File: src/rtl/mem_wb.sv
// rtl/mem_wb.sv - MEM/WB pipeline register with sub-word load alignment and extension
module mem_wb #(
   parameter int DATA_W     = 32,
   parameter int ADDR_W     = 5,
   parameter bit BIG_ENDIAN = 1'b1
) (
   input  logic              clk,
   input  logic              rst,
   input  logic [ADDR_W-1:0] mem_wd,
   input  logic              mem_wreg,
   input  logic [DATA_W-1:0] mem_wdata,
   input  logic [DATA_W-1:0] mem_rdata,
   input  logic [2:0]        mem_ldop,
   input  logic [1:0]        mem_addr_lo,
   input  logic              stall_mem,
   input  logic              stall_wb,
   input  logic              flush,
   output logic [ADDR_W-1:0] wb_wd,
   output logic              wb_wreg,
   output logic [DATA_W-1:0] wb_wdata,
   output logic              wb_misalign
);

   localparam logic [2:0] LD_LB  = 3'b001;
   localparam logic [2:0] LD_LBU = 3'b010;
   localparam logic [2:0] LD_LH  = 3'b011;
   localparam logic [2:0] LD_LHU = 3'b100;
   localparam logic [2:0] LD_LW  = 3'b101;

   logic [1:0]        byte_lane;
   logic              half_lane;
   logic [7:0]        byte_sel;
   logic [15:0]       half_sel;
   logic [DATA_W-1:0] load_val;
   logic              misalign;

   // Big-endian puts offset 0 in the most significant lane.
   assign byte_lane = BIG_ENDIAN ? ~mem_addr_lo : mem_addr_lo;
   assign half_lane = BIG_ENDIAN ? ~mem_addr_lo[1] : mem_addr_lo[1];
   assign byte_sel  = mem_rdata[{byte_lane, 3'b000} +: 8];
   assign half_sel  = mem_rdata[{half_lane, 4'b0000} +: 16];

   always_comb begin
      load_val = mem_wdata;
      misalign = 1'b0;
      case (mem_ldop)
         LD_LB:  load_val = {{(DATA_W-8){byte_sel[7]}}, byte_sel};
         LD_LBU: load_val = {{(DATA_W-8){1'b0}}, byte_sel};
         LD_LH: begin
            load_val = {{(DATA_W-16){half_sel[15]}}, half_sel};
            misalign = mem_addr_lo[0];
         end
         LD_LHU: begin
            load_val = {{(DATA_W-16){1'b0}}, half_sel};
            misalign = mem_addr_lo[0];
         end
         LD_LW: begin
            load_val = mem_rdata;
            misalign = |mem_addr_lo;
         end
         default: load_val = mem_wdata;
      endcase
   end

   // Flush beats a full stall; a MEM-only stall inserts a bubble into WB.
   always_ff @(posedge clk or negedge rst) begin
      if (!rst) begin
         wb_wd       <= '0;
         wb_wreg     <= 1'b0;
         wb_wdata    <= '0;
         wb_misalign <= 1'b0;
      end else if (flush || (stall_mem && !stall_wb)) begin
         wb_wd       <= '0;
         wb_wreg     <= 1'b0;
         wb_wdata    <= '0;
         wb_misalign <= 1'b0;
      end else if (!(stall_mem && stall_wb)) begin
         wb_wd       <= mem_wd;
         wb_wreg     <= mem_wreg & ~misalign;
         wb_wdata    <= misalign ? '0 : load_val;
         wb_misalign <= misalign;
      end
   end

endmodule
File: config.mk
export PLATFORM = sky130hd
export DESIGN_NAME = mem_wb
export DESIGN_NICKNAME = d
export VERILOG_FILES = /design/src/rtl/mem_wb.sv
export SDC_FILE = /design/constraint.sdc
export NUM_CORES = 1
export LEC_CHECK = 0
export BUFFER_PORTS_ARGS = -buffer_cell sky130_fd_sc_hd__buf_2
export CAP_MARGIN = 20
export CORE_MARGIN = 2
export CORE_UTILIZATION = 40
export DETAILED_ROUTE_END_ITERATION = 8
export PLACE_DENSITY = 0.69
export SLEW_MARGIN = 5
export SYNTH_ARGS = -nofsm -noshare
export SYNTH_HDL_FRONTEND = slang
export SYNTH_SLANG_ARGS = --single-unit
File: constraint.sdc
create_clock -name clk -period 0.8 [get_ports clk]
set_input_delay 0.16 -clock clk [delete_from_list [all_inputs] [get_ports clk]]
set_output_delay 0.16 -clock clk [all_outputs]
set_load 0.02 [all_outputs]
# Yosys cells after proc, flatten, opt, wreduce, memory -nomap -nowiden
# Index checks and enable logic that the tools add are counted.
[word_totals] ff_bits=39 in_bits=80 out_inout_bits=39 wordCells=33
[classes] n_eq_ne=6 shifts=2 n_mux=11 bitwise_logic=4 n_reduce_logical=6
[ops] op="$pmux W32 S5" n=1
[ops] op="$mux W32" n=3
[ops] op="$shiftx A32 B6 Y16" n=1
[ops] op="$shiftx A32 B6 Y8" n=1
[ops] op="$mux W5" n=2
[ops] op="$eq A3 B2 Y1 const B" n=2
[ops] op="$eq A3 B3 Y1 const B" n=2
[ops] op="$mux W1" n=4
[ops] op="$reduce_or A2 Y1" n=2
[ops] op="$eq A3 B1 Y1 const B" n=1
[ops] op="$logic_and A1 B1 Y1" n=2
[ops] op="$ne A2 B2 Y1 const B" n=1
[ops] op="$not A1 Y1" n=2
[ops] op="$not A2 Y2" n=1
[ops] op="$pmux W1 S2" n=1
[ops] op="$and A1 B1 Y1" n=1
[ops] op="$logic_not A1 Y1" n=1
[ops] op="$logic_or A1 B1 Y1" n=1

# Longest topological paths before layout
[logic_depth] ltp_word=7 mapped_depth=7 ltp_nobuf=5

# Least setup slack after synthesis
# Ideal clock, no wire load.
[synth_path] path_type="input to register" from="in mem_addr_lo[1]" to="reg wb_wdata[22]" setup_time_ns=0.122 arrival_ns=1.499 t_required_ns=0.678 slack_ns=-0.821 path_stages=7 path_buffers=2 cell_sequence="buf_6 > mux4_2 > o21a_4 > a21oi_4 > buf_6 > a21boi_1 > o21ai_1"
[synth_between] elab_chain_cells=6 elab_cells_between_ends=10 cone_classes="2 x shift; 5 x mux; 2 x bitwise; 1 x reduce/logical"
[synth_rtl] item="start, declared" line="14" text="input logic [1:0] mem_addr_lo,"
[synth_rtl] item="$not A1 Y1 or $not A2 Y2 (tied branches)" line="39, 38"
[synth_rtl] item="$shiftx A32 B6 Y16 or $shiftx A32 B6 Y8 (tied branches)" line="41, 40"
[synth_rtl] item="$pmux W32 S5" line="46" text="case (mem_ldop)"
[synth_rtl] item="$mux W32 (*)" line="80" text="wb_wdata <= misalign ? '0 : load_val;"
[synth_rtl] item="$mux W32 (*)" line="77" text="end else if (!(stall_mem && stall_wb)) begin"
[synth_rtl] item="$mux W32 (*)" line="72" text="end else if (flush || (stall_mem && !stall_wb)) begin"
[synth_rtl] item="end signal, assigned" line="80"
[synth_rtl] item="end, declared" line="20" text="output logic [DATA_W-1:0] wb_wdata,"
# Mark *: on every way between the ends. The rest lies on a longest branch, timed or not. The select of a mux whose other input is x is not followed.
# A chain may end at the register's enable or synchronous reset.

# Worst setup path after layout
[layout_path] from="in mem_addr_lo[1]" to="reg wb_wdata[11]"
# The elaborated chain is that of the path after synthesis.

==> run summary <==
status: finished, violations left
failing checks: negative setup slack
dpl cell area: 4070 um2
Final Cell Area: 4960 um2
WP buf/inv: 1
Max Clock Freq: 715 MHz
Worst-Skew Late Latency: 0.29 ns
total gr overflow: 0
Hold Violations, Final: 0
Initial Util: 0.413
Max transition margin: 0.738
Net Count, Synth: 397
WL final: 10,800 um
EDFF count, synth: 0
Worst Setup End Kind: flop
RSZ-0062 raised after global routing: true
Crit path depth: 6
Syn Inst Count: 317
Unique masters post-synth: 46
Syn. warnings: 0
I/O pin count: 119
Crit path arrival time: 1.58 ns
Hold WS: 0.102 ns
ys async rst share: 1.00
min cycle time layout: 1.40 ns
#FFs+latches synth: 39
WL per Instance: 17.3 um
Num CTS Buffers: 5
die width: 87.7 um
Mapped Area: 2810 um2
final-stage net count: 607
Final WS setup: -0.599 ns
Setup CP Type: primary input to flop
Die H: 87.7 um
fin crit share: 1.75
worst-path cell chain: buf_8, mux4_2, o21a_4, a21o_4, a221oi_4, o21ai_1
largest net degree at the start of global routing: 40
fillers: 488
1st-iter DRT viols: 281
DP Worst Slack: -1.08 ns
Worst Setup Start Kind: primary input
Hold Path Stages: 2
Slowest-stage cell, CP: mux4_2
leakage: 2.31 nW
Residual DRC: 0
first-pass GRT wire length: 16,400 um
worst path required time: 0.98 ns
# H-tree levels: 2
initial antenna violation count: 0
family with the most delay on the worst path: compound AO/OA/AOI/OAI gates
worst hold path type: primary input to flop
Worst VDD drop: 0.707 mV
port bufs: 118
Finish-stage setup viols: 73
predominant post-synthesis flop cell: dfrtp_1
Power Density: 1200 nW/um2
Seq/Total Area, Yosys: 0.348
Register-to-Register Path Depth: 4
CP max stage delay: 0.53 ns
CORE AREA: 6790 um2
vias per cell: 5.56
antenna fix cells: 0
GRT Resource Usage Total: 0.274
Area growth syn-to-layout: 76.9%
die area: 7700 um2
actual slew at the worst max-slew pin: 0.389 ns
DP HPWL: 7660 um
Vias: 3,472
clock skew: 0 ns
crit path max fanout: 8
Max clock buf depth: 2
fraction of layout cells with a size suffix above 1: 0.559
CTS tree: yes
ANT nets after route: 0
Max-Cap Viols: 0
TritonRoute pass-1 iters: 5
Clock Tree Root: clkbuf_8
count of pins over their slew limit: 0
vias in the first global route: 3,360
RePlAce Congestion: 0.934
clock-pin slew on the worst setup and hold paths: 0.09 ns
Row Count: 30
Clock Sinks: 39
synthesized area per cell: 8.85 um2
==> placed cells by master, fill, tap and decap left out, types with 5 or more instances in the layout <==
cell / n
buf_12: 6
a21oi_1: 7
o21ai_1: 27
a21boi_2: 16
a221oi_2: 5
clkbuf_8: 5
o211ai_1: 5
buf_2: 73
mux4_2: 6
buf_6: 47
dfrtp_1: 39
nor2_1: 9
nor2b_1: 9
a222oi_1: 5
o21ai_0: 34
mux2i_1: 11
nand2_1: 45
a22o_1: 13
buf_4: 97
==> routing by layer <==
layer / vias up / track usage / routed length, um
met2: 168 / 0.500 / 5360
met5: - / 0 / 0
li1: 1610 / - / -
met4: 0 / 0.0476 / 88
met3: 9 / 0.0462 / 828
met1: 1685 / 0.343 / 4500
==> layout make-up <==
type,count,area (um2),share of cell area
clock buffer,6,72.6,0.0146
tap,96,120,0.0242
inverter,1,3.75,0.000756
clock inverter,2,12.5,0.00252
timing repair buffer,229,1820,0.367
sequential,39,976,0.197
multi-input combinational,251,1960,0.395
==> cells in the mapped netlist (all sizes together) (2+ instances only) <==
master,instances,area [um2]
o22ai,2,12.5
o211ai,5,37.5
nand2,45,169
clkbuf,17,63.8
a31oi,3,18.8
nand3b,2,15.0
dfrtp,39,976
a21o,2,22.5
buf,9,57.6
mux4,6,135
a21boi,16,120
nand2b,6,37.5
a222oi,5,50.1
o21ai,62,310
a221oi,9,129
and2,3,18.8
a22o,13,114
and3,2,12.5
or3,5,31.3
nor2,10,37.5
nor2b,10,62.6
a22oi,5,37.5
mux2i,13,130
a21oi,13,76.3
==> worst paths after layout <==
check	slack, ns	to	from
max in group asynchronous	0.24	wb_wdata[3]	rst
min in group asynchronous	0.36	wb_wdata[9]	rst
hold reg to reg	0.51	wb_wdata[18]	wb_wdata[18]
setup reg to reg	-0.11	wb_wdata[3]	wb_wdata[3]
hold / removal	0.10	wb_wreg	mem_wreg
setup / recovery	-0.60	wb_wdata[11]	mem_addr_lo[1]
==> kinds of logic (layout without fill, tap and decap cells) <==
logic type,Yosys count,count (layout),synth area share
buf+inv,27,238,0.0446
flops,39,39,0.348
compound gates,141,141,0.352
xor+xnor,1,1,0.00312
mux,20,20,0.0986
simple gates,89,89,0.154
==> timing repair <==
action,4_1_cts,5_1_grt
hold endpoints to repair,39,0
hold buffers,1,0
endpoints found under the setup margin,72,74
pin swaps,17,10
gates resized for setup,117,20
setup buffers,21,19
==> sequential cells by signal, summed over array words and instances (netlist names) <==
signal       cells
wb_wdata        32
wb_wd            5
wb_misalign      1
wb_wreg          1
==> worst reg2reg max path, stage by stage (launching register included) <==
cell	delay, ns
dfrtp_1	0.39
buf_4	0.14
buf_4	0.12
nand2_1	0.05
o211ai_1	0.09
==> through the flow <==
step / setup TNS [ns] / cells / utilization / power, mW
floorplan: -23.34 / 317 / - / 3.17
global placement: -29.86 / 577 / 0.599 / 4.01
detailed placement: -30.95 / 577 / 0.599 / 4.05
CTS: -23.62 / 606 / 0.700 / 5.80
global route: -25.35 / 624 / 0.731 / 6.23
finish: -23.23 / 624 / 0.731 / 5.97
==> where the power goes <==
group | switching [mW] | leakage, nW | internal [mW]
Sequential | 0.0853 | 0.529 | 2.08
Clock | 0.777 | 0.0412 | 0.611
Combinational | 1.14 | 1.74 | 1.28
No activity file was read; power rests on OpenSTA's default activity.
